**config.mk**
```make
export PLATFORM = sky130hd
export DESIGN_NAME = aes_inv_key_schedule
export DESIGN_NICKNAME = d
export VERILOG_FILES = /design/src/rtl/aes_pkg.sv /design/src/rtl/aes_key_word_mix.sv /design/src/rtl/aes_sbox.sv /design/src/rtl/aes_inv_key_schedule.sv
export SDC_FILE = /design/constraint.sdc
export NUM_CORES = 2
export LEC_CHECK = 0
export CORE_ASPECT_RATIO = 0.7
export CORE_MARGIN = 3
export CORE_UTILIZATION = 61
export DETAILED_ROUTE_END_ITERATION = 8
export PLACE_DENSITY = 0.8
export SETUP_SLACK_MARGIN = 0.5
export SYNTH_ARGS = -nofsm -noshare
export SYNTH_HDL_FRONTEND = slang
export SYNTH_HIERARCHICAL = 1
export SYNTH_SLANG_ARGS = --single-unit
export TNS_END_PERCENT = 20
```
**constraint.sdc**
```tcl
create_clock -name clk -period 20 [get_ports clk]
set_clock_uncertainty 0.05 [all_clocks]
set_input_delay 2 -clock clk [delete_from_list [all_inputs] [get_ports clk]]
set_output_delay 2 -clock clk [all_outputs]
set_load 0.1 [all_outputs]
```
**src/rtl/aes_pkg.sv**
```systemverilog
// Shared definitions for the AES-128 key schedule blocks: round count,
// round-constant table and the schedule FSM state encoding.
package aes_pkg;

    localparam int AES_NR = 10;

    typedef enum logic [1:0] {
        IDLE,
        EXPAND,
        EMIT
    } ks_state_e;

    // Round constant high byte. Rounds 0 and 11-15 are never used and give 0.
    function automatic logic [7:0] aes_rcon_byte(input logic [3:0] rnd);
        case (rnd)
            4'd1:    return 8'h01;
            4'd2:    return 8'h02;
            4'd3:    return 8'h04;
            4'd4:    return 8'h08;
            4'd5:    return 8'h10;
            4'd6:    return 8'h20;
            4'd7:    return 8'h40;
            4'd8:    return 8'h80;
            4'd9:    return 8'h1b;
            4'd10:   return 8'h36;
            default: return 8'h00;
        endcase
    endfunction

endpackage

```
**src/rtl/aes_key_word_mix.sv**
```systemverilog
// Key-schedule word function: SubWord(RotWord(w)) ^ {rcon(rnd), 24'h0}.
// Holds the single bank of four S-boxes shared by both schedule directions.
module aes_key_word_mix
    import aes_pkg::*;
(
    input  logic [31:0] w,
    input  logic [3:0]  rnd,
    output logic [31:0] t
);

    logic [31:0] rot_w;
    logic [31:0] sub_w;

    assign rot_w = {w[23:0], w[31:24]};

    generate
        for (genvar gi = 0; gi < 4; gi++) begin : g_sbox
            aes_sbox u_sbox (
                .din  (rot_w[gi*8 +: 8]),
                .dout (sub_w[gi*8 +: 8])
            );
        end
    endgenerate

    assign t = sub_w ^ {aes_rcon_byte(rnd), 24'h000000};

endmodule

```
**src/rtl/aes_sbox.sv**
```systemverilog
// AES forward S-box, computed as GF(2^8) inverse (x^254) followed by the
// affine transform, so no table has to be maintained by hand.
module aes_sbox (
    input  logic [7:0] din,
    output logic [7:0] dout
);

    function automatic logic [7:0] gf_mul(input logic [7:0] a, input logic [7:0] b);
        logic [7:0] p;
        logic [7:0] aa;
        p  = 8'h00;
        aa = a;
        for (int i = 0; i < 8; i++) begin
            if (b[i]) begin
                p = p ^ aa;
            end
            aa = {aa[6:0], 1'b0} ^ (aa[7] ? 8'h1b : 8'h00);
        end
        return p;
    endfunction

    logic [7:0] sq;
    logic [7:0] inv;

    // x^254 = product of x^2, x^4, ..., x^128; maps 0 to 0 as required.
    always_comb begin
        sq  = din;
        inv = 8'h01;
        for (int k = 1; k < 8; k++) begin
            sq  = gf_mul(sq, sq);
            inv = gf_mul(inv, sq);
        end
    end

    assign dout = inv
                ^ {inv[6:0], inv[7]}
                ^ {inv[5:0], inv[7:6]}
                ^ {inv[4:0], inv[7:5]}
                ^ {inv[3:0], inv[7:4]}
                ^ 8'h63;

endmodule

```
**src/rtl/aes_inv_key_schedule.sv**
```systemverilog
// AES-128 decryption key schedule: expands forward to round key 10, then
// walks back and hands out round keys 10..0 over a valid/ready handshake.
module aes_inv_key_schedule
    import aes_pkg::*;
#(
    parameter int NR = AES_NR
) (
    input  logic         clk,
    input  logic         rst,
    input  logic         kld,
    input  logic [127:0] key,
    output logic         busy,
    output logic         rk_valid,
    input  logic         rk_ready,
    output logic [127:0] rk,
    output logic [3:0]   rk_idx,
    output logic         rk_last
);

    localparam logic [3:0] LAST_RND = 4'(NR);

    ks_state_e         state_reg, state_next;
    logic [3:0]        rnd_reg, rnd_next;
    logic [0:3][31:0]  w_reg, w_next;
    logic [0:3][31:0]  w_fwd;
    logic [0:3][31:0]  w_inv;
    logic [31:0]       mix_in;
    logic [31:0]       mix_t;

    // Inverse step: words 1..3 of the previous round key need no S-box.
    generate
        for (genvar gi = 1; gi < 4; gi++) begin : g_inv
            assign w_inv[gi] = w_reg[gi] ^ w_reg[gi-1];
        end
    endgenerate
    assign w_inv[0] = w_reg[0] ^ mix_t;

    // The shared S-box bank sees w3 going forward and the recovered w3 going back.
    assign mix_in = (state_reg == EMIT) ? w_inv[3] : w_reg[3];

    aes_key_word_mix u_mix (
        .w   (mix_in),
        .rnd (rnd_reg),
        .t   (mix_t)
    );

    always_comb begin
        w_fwd[0] = w_reg[0] ^ mix_t;
        w_fwd[1] = w_reg[1] ^ w_fwd[0];
        w_fwd[2] = w_reg[2] ^ w_fwd[1];
        w_fwd[3] = w_reg[3] ^ w_fwd[2];
    end

    always_comb begin
        state_next = state_reg;
        rnd_next   = rnd_reg;
        w_next     = w_reg;
        if (kld) begin
            // A load restarts from any state and swallows a coincident handshake.
            state_next = EXPAND;
            rnd_next   = 4'd1;
            w_next     = key;
        end else begin
            case (state_reg)
                IDLE: begin
                end
                EXPAND: begin
                    w_next = w_fwd;
                    if (rnd_reg == LAST_RND) begin
                        state_next = EMIT;
                    end else begin
                        rnd_next = rnd_reg + 4'd1;
                    end
                end
                EMIT: begin
                    if (rk_ready) begin
                        if (rnd_reg != 4'd0) begin
                            w_next   = w_inv;
                            rnd_next = rnd_reg - 4'd1;
                        end else begin
                            state_next = IDLE;
                        end
                    end
                end
                default: begin
                    state_next = IDLE;
                end
            endcase
        end
    end

    always_ff @(posedge clk) begin
        if (rst) begin
            state_reg <= IDLE;
            rnd_reg   <= 4'd0;
            w_reg     <= '0;
        end else begin
            state_reg <= state_next;
            rnd_reg   <= rnd_next;
            w_reg     <= w_next;
        end
    end

    assign busy     = (state_reg != IDLE);
    assign rk_valid = (state_reg == EMIT);
    assign rk_idx   = rk_valid ? rnd_reg : 4'd0;
    assign rk_last  = rk_valid && (rnd_reg == 4'd0);
    assign rk       = w_reg;

endmodule
```
== Yosys cells after proc, flatten, opt, wreduce, memory -nomap -nowiden ==
Memories as Yosys holds them, arrays and structs flattened.
Cells that the tools add are included.
Storage, ports and cells
  output and inout bits: 135
  word-level logic and storage cells: 1651
  input bits: 132
  bits in latches: 0
  bits in writable memories: 0
  bits in registers: 134
  memories: 1
  ROM bits: 128
Cells by class
  add/subtract/negate cells: 2
  bitwise gates (word level): 785
  divide/modulo/power cells: 0
  $mul: 0
  equal/unequal tests: 14
  reductions and logical operators: 13
  $lt $le $gt $ge: 0
  shift-type cells: 0
  muxes and demuxes: 828
Memories
  (name not given): words 16, bits a word 8, rd ports 1, clocked after memory_dff 0, wr ports 0, RTL line aes_pkg.sv:15  | case (rnd)
Operators with widths (number)
  2-to-1 mux 8 bit: 420
  bitwise XOR 8 bit: 380
  bitwise XOR 8 x 5 -> 8 bit: 364
  2-to-1 mux 5 bit: 368
  2-to-1 mux 128 bit: 3
  case mux 128 bit (2 select lines): 1
  bitwise XOR 32 bit: 8
  2-to-1 mux 32 bit: 1
  2-to-1 mux 4 bit: 8
  2-to-1 mux 7 bit: 4
  NOT 1 bit, first input constant: 28
  2-to-1 mux 6 bit: 4
  NOT 4 bit: 4
  AND reduction 4 bit: 4
  2-to-1 mux 2 bit: 7
  2-to-1 mux 3 bit: 4
  inequality test 3 bit, second input constant: 3
  inequality test 2 bit, second input constant: 4
  case mux 4 bit (2 select lines): 1
  2-to-1 mux 1 bit: 6
  inequality test 3 x 2 -> 1 bit, second input constant: 2
  case mux 2 bit (3 select lines): 1
  adder 4 x 1 -> 4 bit, second input constant: 1
  equality test 4 bit, second input constant: 1
  13 further kinds: 15

== Logic depth before layout (Yosys ltp) ==
  depth in word-level cells: 141
  depth in mapped cells: 72
  mapped depth without buffers: 60

== Cells and area by module ==
Netlist, hierarchy kept.
By module, submodules not included
  aes_sbox: area an instance 15220.8 µm², times used 4, seq. area each 0.0 µm², cells each 1942
  aes_inv_key_schedule: area an instance 9729.3 µm², times used 1, seq. area each 2682.6 µm², cells each 1228
  aes_key_word_mix: area an instance 220.2 µm², times used 1, seq. area each 0.0 µm², cells each 26

== Worst setup path before layout ==
Ideal clock, no wire load.
  kind: register to register
  from: register state_reg[0]
  to: register w_reg, in the netlist rk[33]
  setup time: 127 ps
  data required time: 19823 ps
  cell stages (with the launch flop): 68
  arrival time: 17404 ps
  period minus slack after synthesis: 17581 ps
  path buffers: 8
  slack: 2419 ps
  cell sequence: dfxtp_1 -> nand2b_1 -> buf_2 -> inv_1 -> clkbuf_1 -> clkbuf_1 -> nand2_1 -> xnor2_1 -> ha_1 -> nand2_1 -> xor2_1 -> inv_2 -> buf_1 -> clkbuf_1 -> ha_1 -> buf_1 -> nand2_1 -> xor2_1 -> (+32 left out) -> a311o_1 -> o211a_1 -> a21oi_1 -> xnor2_4 -> inv_2 -> xnor2_2 -> xor2_2 -> nor2_1 -> xnor3_1 -> xnor2_1 -> xnor3_1 -> xnor3_1 -> xnor2_1 -> xor2_1 -> o22ai_1 -> a22oi_1 -> nor4_1 -> or3_1
Between the ends
  cells in the longest elaborated chain, start to end: 137
  elaborated cells on any way between the ends: 403
  classes of those cells: eq/ne: 4; mux: 206; bitwise: 191; reduce/logical: 2
RTL lines
  start: declaration: RTL line aes_inv_key_schedule.sv:22  | ks_state_e state_reg, state_next;
  start signal: assignment: RTL line aes_inv_key_schedule.sv:98  | state_reg <= state_next;
  equality test 2 bit (*)
  via rk_valid: RTL line aes_inv_key_schedule.sv:13  | output logic rk_valid,
  2-to-1 mux 32 bit (*): RTL line aes_inv_key_schedule.sv:39  | assign mix_in = (state_reg == EMIT) ? w_inv[3] : w_reg[3];
  via mix_in[24]: RTL line aes_inv_key_schedule.sv:27  | logic [31:0] mix_in;
  2-to-1 mux 8 bit: RTL line aes_sbox.sv:14  | if (b[i]) begin
  bitwise XOR 8 bit: RTL line aes_sbox.sv:15  | p = p ^ aa;
  2-to-1 mux 8 bit: RTL line aes_sbox.sv:14
  bitwise XOR 8 bit: RTL line aes_sbox.sv:15
  (+124 left out)
  NOT 4 bit (no line) (*)
  bitwise XOR 32 bit (*): RTL line aes_key_word_mix.sv:25  | assign t = sub_w ^ {aes_rcon_byte(rnd), 24'h000000};
  via mix_t[1]: RTL line aes_inv_key_schedule.sv:28  | logic [31:0] mix_t;
  bitwise XOR 32 bit (*): RTL line aes_inv_key_schedule.sv:48  | w_fwd[0] = w_reg[0] ^ mix_t;
  bitwise XOR 32 bit (*): RTL line aes_inv_key_schedule.sv:49  | w_fwd[1] = w_reg[1] ^ w_fwd[0];
  bitwise XOR 32 bit (*): RTL line aes_inv_key_schedule.sv:50  | w_fwd[2] = w_reg[2] ^ w_fwd[1];
  case mux 128 bit (2 select lines) (*): RTL line aes_inv_key_schedule.sv:64  | case (state_reg)
  2-to-1 mux 128 bit (*): RTL line aes_inv_key_schedule.sv:58  | if (kld) begin
  end signal: assignment: RTL line aes_inv_key_schedule.sv:100  | w_reg <= w_next;
  end: declaration: RTL line aes_inv_key_schedule.sv:24  | logic [0:3][31:0] w_reg, w_next;
Mark *: on every way through the listed nets, which the timed path passes. The rest lies on a longest branch.
A chain may end at the register's enable or synchronous reset.

== Final worst setup path ==
  from: register state_reg[1]
  to: register w_reg, in the netlist rk[33]
Between the ends
  cells in the longest elaborated chain, start to end: 137
  elaborated cells on any way between the ends: 403
  classes of those cells: eq/ne: 4; mux: 206; bitwise: 191; reduce/logical: 2
RTL lines (RTL line)
  equality test 2 bit (*): aes_inv_key_schedule.sv:39
  2-to-1 mux 32 bit (*): aes_inv_key_schedule.sv:39
  via mix_in[31]: aes_inv_key_schedule.sv:27
  2-to-1 mux 5 bit or 2-to-1 mux 8 bit (tied branches): aes_sbox.sv:17, aes_sbox.sv:14
  bitwise XOR 8 x 5 -> 8 bit or bitwise XOR 8 bit (tied branches): aes_sbox.sv:17, aes_sbox.sv:15
  bitwise XOR 8 bit or 2-to-1 mux 8 bit (tied branches): aes_sbox.sv:15, aes_sbox.sv:14
  2-to-1 mux 8 bit or bitwise XOR 8 bit (tied branches): aes_sbox.sv:14, aes_sbox.sv:15
  bitwise XOR 8 bit or 2-to-1 mux 8 bit (tied branches): aes_sbox.sv:15, aes_sbox.sv:14
  (+123 left out)
  NOT 4 bit (no line) (*)
  bitwise XOR 32 bit (*): aes_key_word_mix.sv:25
  via mix_t[1]: aes_inv_key_schedule.sv:28
  bitwise XOR 32 bit (*): aes_inv_key_schedule.sv:48
  bitwise XOR 32 bit (*): aes_inv_key_schedule.sv:49
  bitwise XOR 32 bit (*): aes_inv_key_schedule.sv:50
  case mux 128 bit (2 select lines) (*): aes_inv_key_schedule.sv:64
  2-to-1 mux 128 bit (*): aes_inv_key_schedule.sv:58
Marks and branches as above.

==> results.txt <==
fin cells: 10500
DR WL/cell: 22.0 microns
Slew @ Worst Pin: 1420 ps
critical path's slowest cell: xnor3_1
status: complete, no violations
DIE HEIGHT: 291 microns
synth unique cells: 117
reg-to-reg startpoint: state_reg[1]$_SDFFE_PP0P_
overall routing resource usage: 36.9%
max reg flops: 128
Slew Viols, Final: 0
# Max-Cap Violations: 0
hold path depth: 2
Total Wirelength: 231000 microns
syn_nets: 9189
critical path class: reg2reg
worst hold path startpoint: rk[19]$_SDFFE_PP0P_
Worst EP arrival: 19030 ps
Final setup viols: 0
crit-path max FO: 24
setup TNS: 0 ps
I/O Pins: 267
WP data required: 20360 ps
Placeable Area: 0.114 sq mm
synthesized area: 0.0708 sq mm
top layer in use: met5
Filler Cell Count: 9763
residual DRC count: 0
vias per cell: 6.51
asr flop ratio synth: 0%
Final ANT Viol Nets: 0
GRT overflow: 0
fmax: 0.0536 GHz
final hold slack: 550 ps
Avg Inst Size Synth: 7.85 sq um
setup slack after placement: 558 ps
Post-synth EDFFs: 0
final net count: 9142
total CTS buffers: 17
Seq/Total Area, Yosys: 3.79%
via count: 68500
r2r worst-path depth: 59
num rows: 103
clk root buf: clkbuf_16
RSZ-0062 raised after global routing: true
family with the most delay on the worst path: XOR/XNOR gates
initial antenna violation count: 3
Final Hold Viols: 0
largest net degree at the start of global routing: 81
DRT iter0 DRCs: 9573
worst path buffer plus inverter count: 6
htree depth: 4
first-pass GRT wire length: 361000 microns
Port-buffer cells: 266
drt first pass iters: 8
# placed instances: 10500
Crit path largest cell delay: 710 ps
die area: 0.120 sq mm
Final period util: 93.3%
initial core utilization: 62.2%
Slew HR: 4.62%
CTS tree: yes
Synth-to-Final Area Change: 7.52%
Detail Placement HPWL: 172000 microns
Die Width: 413 microns
dominant synthesized flop cell: dfxtp_1
met1 wire length: 102000 microns
Clock Path Buffers: 2
clock latency on the worst-skew pair: 550 ps
layout cells sized above 1: 11.7%
worst r2r dst: rk[33]$_SDFFE_PP0P_
number of global-route vias before repair: 62700
Crit. End Element: flip-flop
reg2reg setup slack: 1340 ps
Gate Count Post-Synth: 9022
Hold Crit Class: reg2reg
gpl congestion: 0.999
hold_buf cts: 0
yosys synthesis warning count: 6
clock-pin slew on the worst setup and hold paths: 100 ps
CTS Sinks: 134
Tmin final: 18660 ps
met3 WL: 29900 microns
number of synthesized register bits: 134
CP startpoint kind: flip-flop
post-route setup slack: 1340 ps
hold endpoint: rk[19]$_SDFFE_PP0P_
met2 routed WL: 94600 microns
-- what timing repair did --
| item | 4_1_cts | 5_1_grt |
|---|---|---|
| setup endpoints to repair | 1 | 97 |
| gates resized for setup | 1 | 60 |
| endpoints found under the hold margin | 0 | 0 |
| pin swaps | 0 | 2 |
| setup buffers | 0 | 2 |
-- per-stage QoR --
step,utilization [%],cell area [sq um]
detailed placement,66.0,75200
global route,66.8,76100
global placement,66.0,75200
CTS,66.5,75700
floorplan,-,70800
finish,66.8,76200
-- cells in the mapped netlist, types with 71 or more instances --
master | count | area (sq um)
a211oi_1 | 97 | 728
xor3_1 | 79 | 1880
a22oi_1 | 102 | 766
nor2b_1 | 77 | 482
o21ai_0 | 228 | 1140
nand4_1 | 83 | 519
dfxtp_1 | 134 | 2680
xor2_1 | 454 | 3980
nand2_1 | 948 | 3560
nor4_1 | 80 | 500
o22ai_1 | 140 | 876
o211ai_1 | 71 | 533
xnor3_1 | 361 | 8130
nand2b_1 | 100 | 626
buf_2 | 151 | 756
mux2i_1 | 236 | 2360
or3_1 | 81 | 507
nand3_1 | 238 | 1190
nor3_1 | 211 | 1060
clkbuf_1 | 357 | 1340
xnor2_1 | 1438 | 12600
o21ai_1 | 82 | 410
a21oi_1 | 374 | 1870
nor2_1 | 1212 | 4550
xnor2_2 | 176 | 2860
-- layout by cell type, fill, tap and decap left out, types with 59 or more instances in the layout --
cell type           n
xnor2_2           239
a22oi_1           102
dfxtp_1           134
nor2_1           1208
nor2b_1            75
clkdlybuf4s50_1   264
or3_1              81
nand4_1            83
xor2_1            439
o21ai_1            81
nand2_1           948
nand3_1           238
nor4_1             79
a21oi_1           374
xor3_1             79
xnor3_1           352
xor2_2             59
o21ai_0           228
buf_4             331
nand2b_1           98
a211oi_1           97
xnor2_1          1367
mux2i_1           236
a31oi_1            64
o22ai_1           140
nor3_1            211
o211ai_1           71
-- worst max-delay path by stage --
stage / slack, ps / start / to / cells past startpoint
floorplan: 2420 / state_reg[0]$_SDFFE_PP0P_ / rk[33]$_SDFFE_PP0P_ / 67
global placement: 770 / state_reg[0]$_SDFFE_PP0P_ / rk[71]$_SDFFE_PP0P_ / 58
detailed placement: 560 / state_reg[0]$_SDFFE_PP0P_ / rk[32]$_SDFFE_PP0P_ / 59
CTS: 580 / state_reg[0]$_SDFFE_PP0P_ / rk[32]$_SDFFE_PP0P_ / 59
global route: 410 / state_reg[1]$_SDFFE_PP0P_ / rk[41]$_SDFFE_PP0P_ / 57
finish: 1340 / state_reg[1]$_SDFFE_PP0P_ / rk[33]$_SDFFE_PP0P_ / 59
-- tightest hold or removal path, stage by stage, from the launching register on --
cell and delay [ps]:
dfxtp_1 340, xnor2_1 150, a21oi_1 60
-- cell type report --
type	count	area, sq um	share of cell area, %
Antenna cell	4	10.0	0.0131
Inverter	90	345	0.453
Clock inverter	14	106	0.140
Timing Repair Buffer	598	5170	6.79
Sequential cell	134	2680	3.52
Multi-Input combinational cell	8134	65500	86.0
Tap cell	1522	1900	2.50
Clock buffer	18	429	0.564
-- routing by layer --
metal | track usage [%] | vias up
met2 | 51.5 | 4171
met5 | 0 | -
met4 | 8.62 | 2
li1 | - | 31500
met3 | 9.26 | 339
met1 | 56.1 | 32500
-- kinds of logic (layout without fill, tap and decap cells) --
family          after synthesis  in the layout  share of synthesized area, %
mux                         296            296                          4.42
flops                       134            134                          3.79
fa+ha+maj                    39             39                         0.675
compound gates             1784           1784                          17.5
simple gates               3347           3347                          21.9
other cells                   0              4                             0
xor+xnor                   2668           2668                          46.8
buf+inv                     754            720                          4.97
Power is not shown: default switching activity piles up to over one toggle a cycle in this logic, so the estimate is an artifact.
